`src/rtl/core_rvfi_retire_seq.sv`:
```
// In-order retirement sequencer feeding the RVFI trace port.
// Retired records wait in a small circular buffer until their memory response
// (if any) has been merged in. They then leave one per cycle, in program order,
// each tagged with a running 64-bit order number.
module core_rvfi_retire_seq #(
  parameter int XLEN  = 64,
  parameter int ILEN  = 32,
  parameter int DEPTH = 4
) (
  input  logic                g_clk,
  input  logic                g_resetn,
  input  logic                r_valid,
  output logic                r_ready,
  input  logic [ILEN-1:0]     r_insn,
  input  logic                r_trap,
  input  logic [XLEN-1:0]     r_pc_rdata,
  input  logic [XLEN-1:0]     r_pc_wdata,
  input  logic [4:0]          r_rd_addr,
  input  logic [XLEN-1:0]     r_rd_wdata,
  input  logic                r_mem_load,
  input  logic                r_mem_store,
  input  logic [XLEN-1:0]     r_mem_addr,
  input  logic [XLEN/8-1:0]   r_mem_mask,
  input  logic [XLEN-1:0]     r_mem_wdata,
  input  logic                m_rsp_valid,
  input  logic [XLEN-1:0]     m_rsp_rdata,
  input  logic                m_rsp_error,
  output logic                o_valid,
  output logic [63:0]         o_order,
  output logic [ILEN-1:0]     o_insn,
  output logic                o_trap,
  output logic [XLEN-1:0]     o_pc_rdata,
  output logic [XLEN-1:0]     o_pc_wdata,
  output logic [4:0]          o_rd_addr,
  output logic [XLEN-1:0]     o_rd_wdata,
  output logic [XLEN-1:0]     o_mem_addr,
  output logic [XLEN/8-1:0]   o_mem_rmask,
  output logic [XLEN/8-1:0]   o_mem_wmask,
  output logic [XLEN-1:0]     o_mem_rdata,
  output logic [XLEN-1:0]     o_mem_wdata,
  output logic                o_seq_err
);

  localparam int PW = $clog2(DEPTH);
  localparam int MW = XLEN / 8;
  localparam logic [PW:0] FULL_C = (PW+1)'(DEPTH);

  // Buffer entry storage (one slot per array index).
  logic [ILEN-1:0]  e_insn_r      [DEPTH];
  logic             e_trap_r      [DEPTH];
  logic [XLEN-1:0]  e_pc_rdata_r  [DEPTH];
  logic [XLEN-1:0]  e_pc_wdata_r  [DEPTH];
  logic [4:0]       e_rd_addr_r   [DEPTH];
  logic [XLEN-1:0]  e_rd_wdata_r  [DEPTH];
  logic             e_load_r      [DEPTH];
  logic [XLEN-1:0]  e_mem_addr_r  [DEPTH];
  logic [MW-1:0]    e_mem_rmask_r [DEPTH];
  logic [MW-1:0]    e_mem_wmask_r [DEPTH];
  logic [XLEN-1:0]  e_mem_rdata_r [DEPTH];
  logic [XLEN-1:0]  e_mem_wdata_r [DEPTH];
  logic [DEPTH-1:0] pend_r;

  logic [PW-1:0]    head_r;
  logic [PW-1:0]    tail_r;
  logic [PW:0]      count_r;
  logic [63:0]      order_cnt_r;
  logic             seq_err_r;

  logic             enq_s;
  logic             deq_s;
  logic             is_mem_s;
  logic             rsp_hit_s;
  logic [PW-1:0]    rsp_idx_s;
  logic [PW-1:0]    scan_idx_s;

  // Ready derives from the registered count only, so a full buffer refuses
  // a retire even in the cycle it drains an entry.
  assign r_ready  = (count_r != FULL_C);
  assign enq_s    = r_valid && r_ready;
  assign deq_s    = (count_r != '0) && !pend_r[head_r];
  assign is_mem_s = r_mem_load || r_mem_store;
  assign o_seq_err = seq_err_r;

  // Find the oldest pending entry: scan from youngest to oldest relative to
  // head so the slot closest to head wins. Free slots never have pend set.
  always_comb begin
    rsp_hit_s  = |pend_r;
    rsp_idx_s  = head_r;
    scan_idx_s = head_r;
    for (int i = DEPTH - 1; i >= 0; i--) begin
      scan_idx_s = head_r + PW'(i);
      rsp_idx_s  = pend_r[scan_idx_s] ? scan_idx_s : rsp_idx_s;
    end
  end

  // Pointers, occupancy, order counter and sticky sequencing error.
  always_ff @(posedge g_clk) begin
    if (!g_resetn) begin
      head_r      <= '0;
      tail_r      <= '0;
      count_r     <= '0;
      order_cnt_r <= 64'd0;
      seq_err_r   <= 1'b0;
    end else begin
      if (enq_s) begin
        tail_r <= tail_r + PW'(1);
      end
      if (deq_s) begin
        head_r      <= head_r + PW'(1);
        order_cnt_r <= order_cnt_r + 64'd1;
      end
      if (enq_s && !deq_s) begin
        count_r <= count_r + (PW+1)'(1);
      end else if (!enq_s && deq_s) begin
        count_r <= count_r - (PW+1)'(1);
      end
      if (m_rsp_valid && !rsp_hit_s) begin
        seq_err_r <= 1'b1;
      end
    end
  end

  // Outstanding-response flags: set on memory-op enqueue, cleared by the
  // matching response; reset flushes every entry.
  always_ff @(posedge g_clk) begin
    if (!g_resetn) begin
      pend_r <= '0;
    end else begin
      if (enq_s) begin
        pend_r[tail_r] <= is_mem_s;
      end
      if (m_rsp_valid && rsp_hit_s) begin
        pend_r[rsp_idx_s] <= 1'b0;
      end
    end
  end

  // Entry payload: capture at enqueue, merge load data / fault on response.
  // An enqueue and a response never target the same slot in one cycle.
  always_ff @(posedge g_clk) begin
    if (enq_s) begin
      e_insn_r[tail_r]      <= r_insn;
      e_trap_r[tail_r]      <= r_trap;
      e_pc_rdata_r[tail_r]  <= r_pc_rdata;
      e_pc_wdata_r[tail_r]  <= r_pc_wdata;
      e_rd_addr_r[tail_r]   <= r_rd_addr;
      e_rd_wdata_r[tail_r]  <= (r_rd_addr == 5'd0 || r_mem_load) ? '0 : r_rd_wdata;
      e_load_r[tail_r]      <= r_mem_load;
      e_mem_addr_r[tail_r]  <= is_mem_s ? r_mem_addr : '0;
      e_mem_rmask_r[tail_r] <= r_mem_load ? r_mem_mask : '0;
      e_mem_wmask_r[tail_r] <= r_mem_store ? r_mem_mask : '0;
      e_mem_rdata_r[tail_r] <= '0;
      e_mem_wdata_r[tail_r] <= is_mem_s ? r_mem_wdata : '0;
    end
    if (m_rsp_valid && rsp_hit_s) begin
      if (e_load_r[rsp_idx_s]) begin
        e_mem_rdata_r[rsp_idx_s] <= m_rsp_rdata;
        e_rd_wdata_r[rsp_idx_s]  <= (m_rsp_error || e_rd_addr_r[rsp_idx_s] == 5'd0) ?
                                    '0 : m_rsp_rdata;
      end else begin
        e_mem_rdata_r[rsp_idx_s] <= '0;
        if (m_rsp_error) begin
          e_rd_wdata_r[rsp_idx_s] <= '0;
        end
      end
      if (m_rsp_error) begin
        e_trap_r[rsp_idx_s] <= 1'b1;
      end
    end
  end

  // Trace output registers: load the head record on dequeue, hold otherwise.
  always_ff @(posedge g_clk) begin
    if (!g_resetn) begin
      o_valid     <= 1'b0;
      o_order     <= 64'd0;
      o_insn      <= '0;
      o_trap      <= 1'b0;
      o_pc_rdata  <= '0;
      o_pc_wdata  <= '0;
      o_rd_addr   <= 5'd0;
      o_rd_wdata  <= '0;
      o_mem_addr  <= '0;
      o_mem_rmask <= '0;
      o_mem_wmask <= '0;
      o_mem_rdata <= '0;
      o_mem_wdata <= '0;
    end else begin
      o_valid <= deq_s;
      if (deq_s) begin
        o_order     <= order_cnt_r;
        o_insn      <= e_insn_r[head_r];
        o_trap      <= e_trap_r[head_r];
        o_pc_rdata  <= e_pc_rdata_r[head_r];
        o_pc_wdata  <= e_pc_wdata_r[head_r];
        o_rd_addr   <= e_rd_addr_r[head_r];
        o_rd_wdata  <= e_rd_wdata_r[head_r];
        o_mem_addr  <= e_mem_addr_r[head_r];
        o_mem_rmask <= e_mem_rmask_r[head_r];
        o_mem_wmask <= e_mem_wmask_r[head_r];
        o_mem_rdata <= e_mem_rdata_r[head_r];
        o_mem_wdata <= e_mem_wdata_r[head_r];
      end
    end
  end

endmodule
```
`config.mk`:
```
export PLATFORM = sky130hd
export DESIGN_NAME = core_rvfi_retire_seq
export DESIGN_NICKNAME = d
export VERILOG_FILES = /design/src/rtl/core_rvfi_retire_seq.sv
export SDC_FILE = /design/constraint.sdc
export NUM_CORES = 2
export LEC_CHECK = 0
export ABC_AREA = 1
export CAP_MARGIN = 20
export CELL_PAD_IN_SITES_DETAIL_PLACEMENT = 0
export CELL_PAD_IN_SITES_GLOBAL_PLACEMENT = 1
export CORE_MARGIN = 2
export CORE_UTILIZATION = 49
export DETAILED_ROUTE_END_ITERATION = 7
export PLACE_DENSITY_LB_ADDON = 0.1
export SETUP_SLACK_MARGIN = 0.15
export SLEW_MARGIN = 0
export SYNTH_ARGS = -nofsm -noshare
export SYNTH_HDL_FRONTEND = slang
export SYNTH_SLANG_ARGS = --single-unit
```
`constraint.sdc`:
```
create_clock -name g_clk -period 18.45 [get_ports g_clk]
set_clock_uncertainty 0.2 [all_clocks]
set_input_delay 1.845 -clock g_clk [delete_from_list [all_inputs] [get_ports g_clk]]
set_output_delay 1.845 -clock g_clk [all_outputs]
set_load 0.03 [all_outputs]
```
==> impl_summary.txt <==
----------------------------------------------------
[STA]
  Setup-failing EPs final ... 0
  Fmax ... around 150 MHz
  Pin slew with the least headroom to its limit ... approximately 1200 ps
  RSZ-0062 raised after global routing ... false
  Fraction of the cycle the final worst path needs ... 0.361
  Total count of hold-check failures in the final report ... 0
  Final Hold Slack ... 259 ps
  Setup_tns ... 0 ps
  Slew margin rel. ... 0.167
  Shortest clock period the worst path allows after layout ... ~6700 ps
  Total count of max-transition violations in the final report ... 0
  Fin worst setup slack ... ~12000 ps

[Drt]
  Average wire length per cell after detail routing ... about 24 µm
  Via density ... approximately 5.7
  Number of DRC violations after detailed routing ... 0
  Total length of routed wires ... just under 300000 µm
  Routed via count ... about 70000
  Number of nets with antenna violations after detailed routing ... 0
  Number of design-rule violations left by the first detailed-router iteration ... approximately 6100
  Detailed-router iteration count before antenna repair ... 6

[Layout]
  Combined area of the multi-input logic cells ... roughly 25000 µm²
  Number of fill cells in the layout ... about 16000
  Final core utilization ... 0.594
  Area delta synth->final ... 20.3%
  Final std cells w/o fill ... ~12000
  Total non-filler cell area in the finished layout ... 113000 µm²
  Number of nets in the layout ... a little under 10000
  Fraction of layout instances using a drive strength above 1 ... 0.0526
  Sequential Area ... 64300 µm²

[Power]
  Power Total ... 18.7 mW
  Leakage power ... 40.8 nW
  Ratio of total power to cell area ... 166 nW/µm²
  Worst IR Drop VDD ... 198 µV

[Placement]
  Pre-CTS worst setup slack ... 11800 ps
  Number of input and output port buffers inserted ... 941
  RePlAce Congestion ... around 0.87
  Half-perimeter wire length of the detailed placement result ... 170000 µm
  Cells after DPL ... 11800
  Placement Cell Area ... between 100000 and 150000 µm²

[Worst setup path]
  Max stage delay cell, worst path ... sky130_fd_sc_hd__buf_4
  Delay of the slowest critical-path stage ... 810 ps
  Reg-to-reg endpoint ... e_rd_wdata_r[0][44]
  Reg2reg setup slack ... 11790 ps
  CP endpoint kind ... flip-flop
  Worst-path cell chain ... inv_8 > buf_4 > nand2_1 > nand2_1 > nand2_1 > nand2_1 > nand2_1 > nand2_2 > nand2_1 > nand2_2 > nand2_4 > inv_2 > nand2_1 > nor2_4 > buf_4 > nand2_4 > nand2_4 > buf_4
  Worst-path fanout max ... around 140
  Critical Path RT ... roughly 19000 ps
  Kind of start point of the critical path ... flip-flop
  Data arrival time of the worst path ... 6940 ps
  Register-to-Register Path Depth ... 18
  Critical path type ... reg -> reg
  R2r startpoint ... head_r[0]
  Most frequent cell on the critical path ... sky130_fd_sc_hd__nand2_1

[Synthesis]
  Post-Synthesis Cell Area ... between 90000 and 100000 µm²
  Main combinational cell family by area after synthesis ... simple AND/OR/NAND/NOR gates
  Post-synthesis xor/xnor area fraction ... 0.00205
  Syn Area/Cell ... roughly 11 µm²
  Simple-gate portion of the synthesized area ... 0.212
  Cell with the most instances after synthesis ... sky130_fd_sc_hd__nand2_1
  Number of nets in the synthesized netlist ... ~9300
  Number of enable-type register cells in the synthesized netlist ... between 1500 and 2000
  Area fraction in compound gates after synthesis ... 0.0486
  Post-synthesis cell type with the largest combined area ... sky130_fd_sc_hd__edfxtp_1
  Part of the Yosys area used for sequential elements ... 0.684
  Adder-cell share of the synthesized area ... 0.00101
  Leading cell types by total area after synthesis ... sky130_fd_sc_hd__edfxtp_1 (56%), sky130_fd_sc_hd__dfxtp_1 (12%), sky130_fd_sc_hd__nand3_1 (8.9%)
  Area fraction of the dominant cell type after synthesis ... 0.560
  Post-synthesis sequential element count ... between 2000 and 2500
  Synthesis Warnings ... 0
  Gate count of the mapped netlist ... roughly 8900
  Ys async rst share ... 0
  Post-synth cell types ... 45
  Leading cell types by count after synthesis ... sky130_fd_sc_hd__nand2_1 (1868), sky130_fd_sc_hd__edfxtp_1 (1752), sky130_fd_sc_hd__nand3_1 (1674)
  Portion of netlist area occupied by mux cells ... 0.000107
  Leading register cell type out of synthesis ... sky130_fd_sc_hd__edfxtp_1

[Run]
  Number of violations of the max-capacitance limit ... 0

[Run status]
  Result of the run ... complete, no violations

[CTS]
  Clock root cell ... sky130_fd_sc_hd__clkbuf_16
  Post-CTS Setup Inserts ... 0
  CTS tree ... yes
  H-tree Lvls ... 4
  Clock latency on the worst-skew pair ... ~870 ps
  Clock edge transition at the registers on the reported setup and hold paths ... about 60 ps
  Max clock buf depth ... 3
  Clock Sinks ... 2335
  Post-cts repair resize count ... 0
  TritonCTS Buffers ... 235
  Cts hold-fix bufs ... 0

[Die]
  Horiz. Die Dim ... around 440 µm
  Number of rows in the core area ... 160
  Vertical die dimension ... 442 µm
  Die outline area ... roughly 200000 µm²
  Number of primary I/O pins ... 942
  Standard cell core area ... ~190000 µm²
  Initial Util ... 0.493

[Worst hold path]
  Type of the tightest min-delay check ... reg -> reg
  Hold worst-path end ... o_seq_err
  Hold path depth ... 2
  Hold Crit Start ... o_seq_err

[Global route]
  Pin count of the biggest net entering global routing ... about 200
  Global-route congestion overflow total ... 0
  Initial antenna violation count ... between 70 and 80
  Wire length of the first global-routing pass ... approximately 430000 µm
  Vias in the first global route ... roughly 66000
  Total global routing track utilization ... 0.288

----------------------------------------------------
-- layout by cell type, fill, tap and decap left out, drive strengths merged, types with 2 or more instances in the layout --
cell type      instances
nand2               1884
edfxtp              1752
nand3               1677
clkdlybuf4s50        940
dfxtp                583
inv                  581
a21oi                561
nand4                459
clkbuf               338
o21ai                324
nor2                 293
buf                   89
clkinv                77
diode                 62
nor3                  43
bufinv                18
xor2                  16
nor4                  15
clkinvlp               7
xnor2                  6
ha                     6
o2111ai                4
o221ai                 3
o22ai                  3
a31oi                  2
o21a                   2
-- worst max-delay path, delay by kind of cell (launching register included) --
| family | cells | cell delay (ps) |
|---|---|---|
| buffers and inverters | 5 | 3110 |
| flip-flops | 1 | 610 |
| AND/OR/NAND/NOR | 13 | 1890 |
-- power breakdown --
| part | switching, mW | internal, mW | total, mW |
|---|---|---|---|
| clock network | 2.01 | 2.84 | 4.85 |
| logic | 4.79 | 1.89 | 6.68 |
| registers | 0.516 | 6.70 | 7.21 |
| total | 7.32 | 11.4 | 18.7 |
-- how the worst max path moves through the flow --
| stage | start | depth (start not counted) | endpoint | slack (ps) |
|---|---|---|---|---|
| after floorplan | r_valid | 5 | e_trap_r[1] | 9290 |
| after global placement | head_r[0] | 18 | e_rd_wdata_r[0][56] | 11720 |
| after detailed placement | head_r[0] | 18 | e_rd_wdata_r[0][46] | 11800 |
| after CTS | head_r[0] | 18 | e_rd_wdata_r[0][44] | 11780 |
| after global routing | head_r[0] | 18 | e_rd_wdata_r[0][44] | 11420 |
| final | head_r[0] | 18 | e_rd_wdata_r[0][44] | 11790 |
-- per-layer routing --
| metal | global-route usage | up-vias | routed length, µm |
|---|---|---|---|
| met1 | 0.375 | 34300 | 115000 |
| met4 | 0.186 | 12 | 17200 |
| li1 | - | 32500 | - |
| met5 | 0 | - | 77 |
| met3 | 0.0414 | 569 | 18900 |
| met2 | 0.456 | 2615 | 138000 |
-- cell families after synthesis --
family                   Yosys count
AND/OR/NAND/NOR                 4376
flip-flops                      2335
buffers and inverters           1248
AO/OA/AOI/OAI                    903
XOR/XNOR                          22
adder cells (fa/ha/maj)            7
multiplexers                       1
-- registers in the layout, indices dropped and copies added (netlist names), 128 cells and up --
register and flops:
e_pc_rdata_r 256, e_mem_wdata_r 256, e_pc_wdata_r 256, e_rd_wdata_r 256
e_insn_r 128, e_mem_addr_r 256, e_mem_rdata_r 256
-- cell type report --
class,instances,area share
timing repair buffer,1029,0.0919
clock buffer,338,0.0612
sequential,2335,0.569
clock inverter,107,0.00907
multi-input combinational,5309,0.220
tap,2511,0.0278
inverter,576,0.0197
antenna,62,0.00137
No activity file was read; power rests on OpenSTA's default activity.
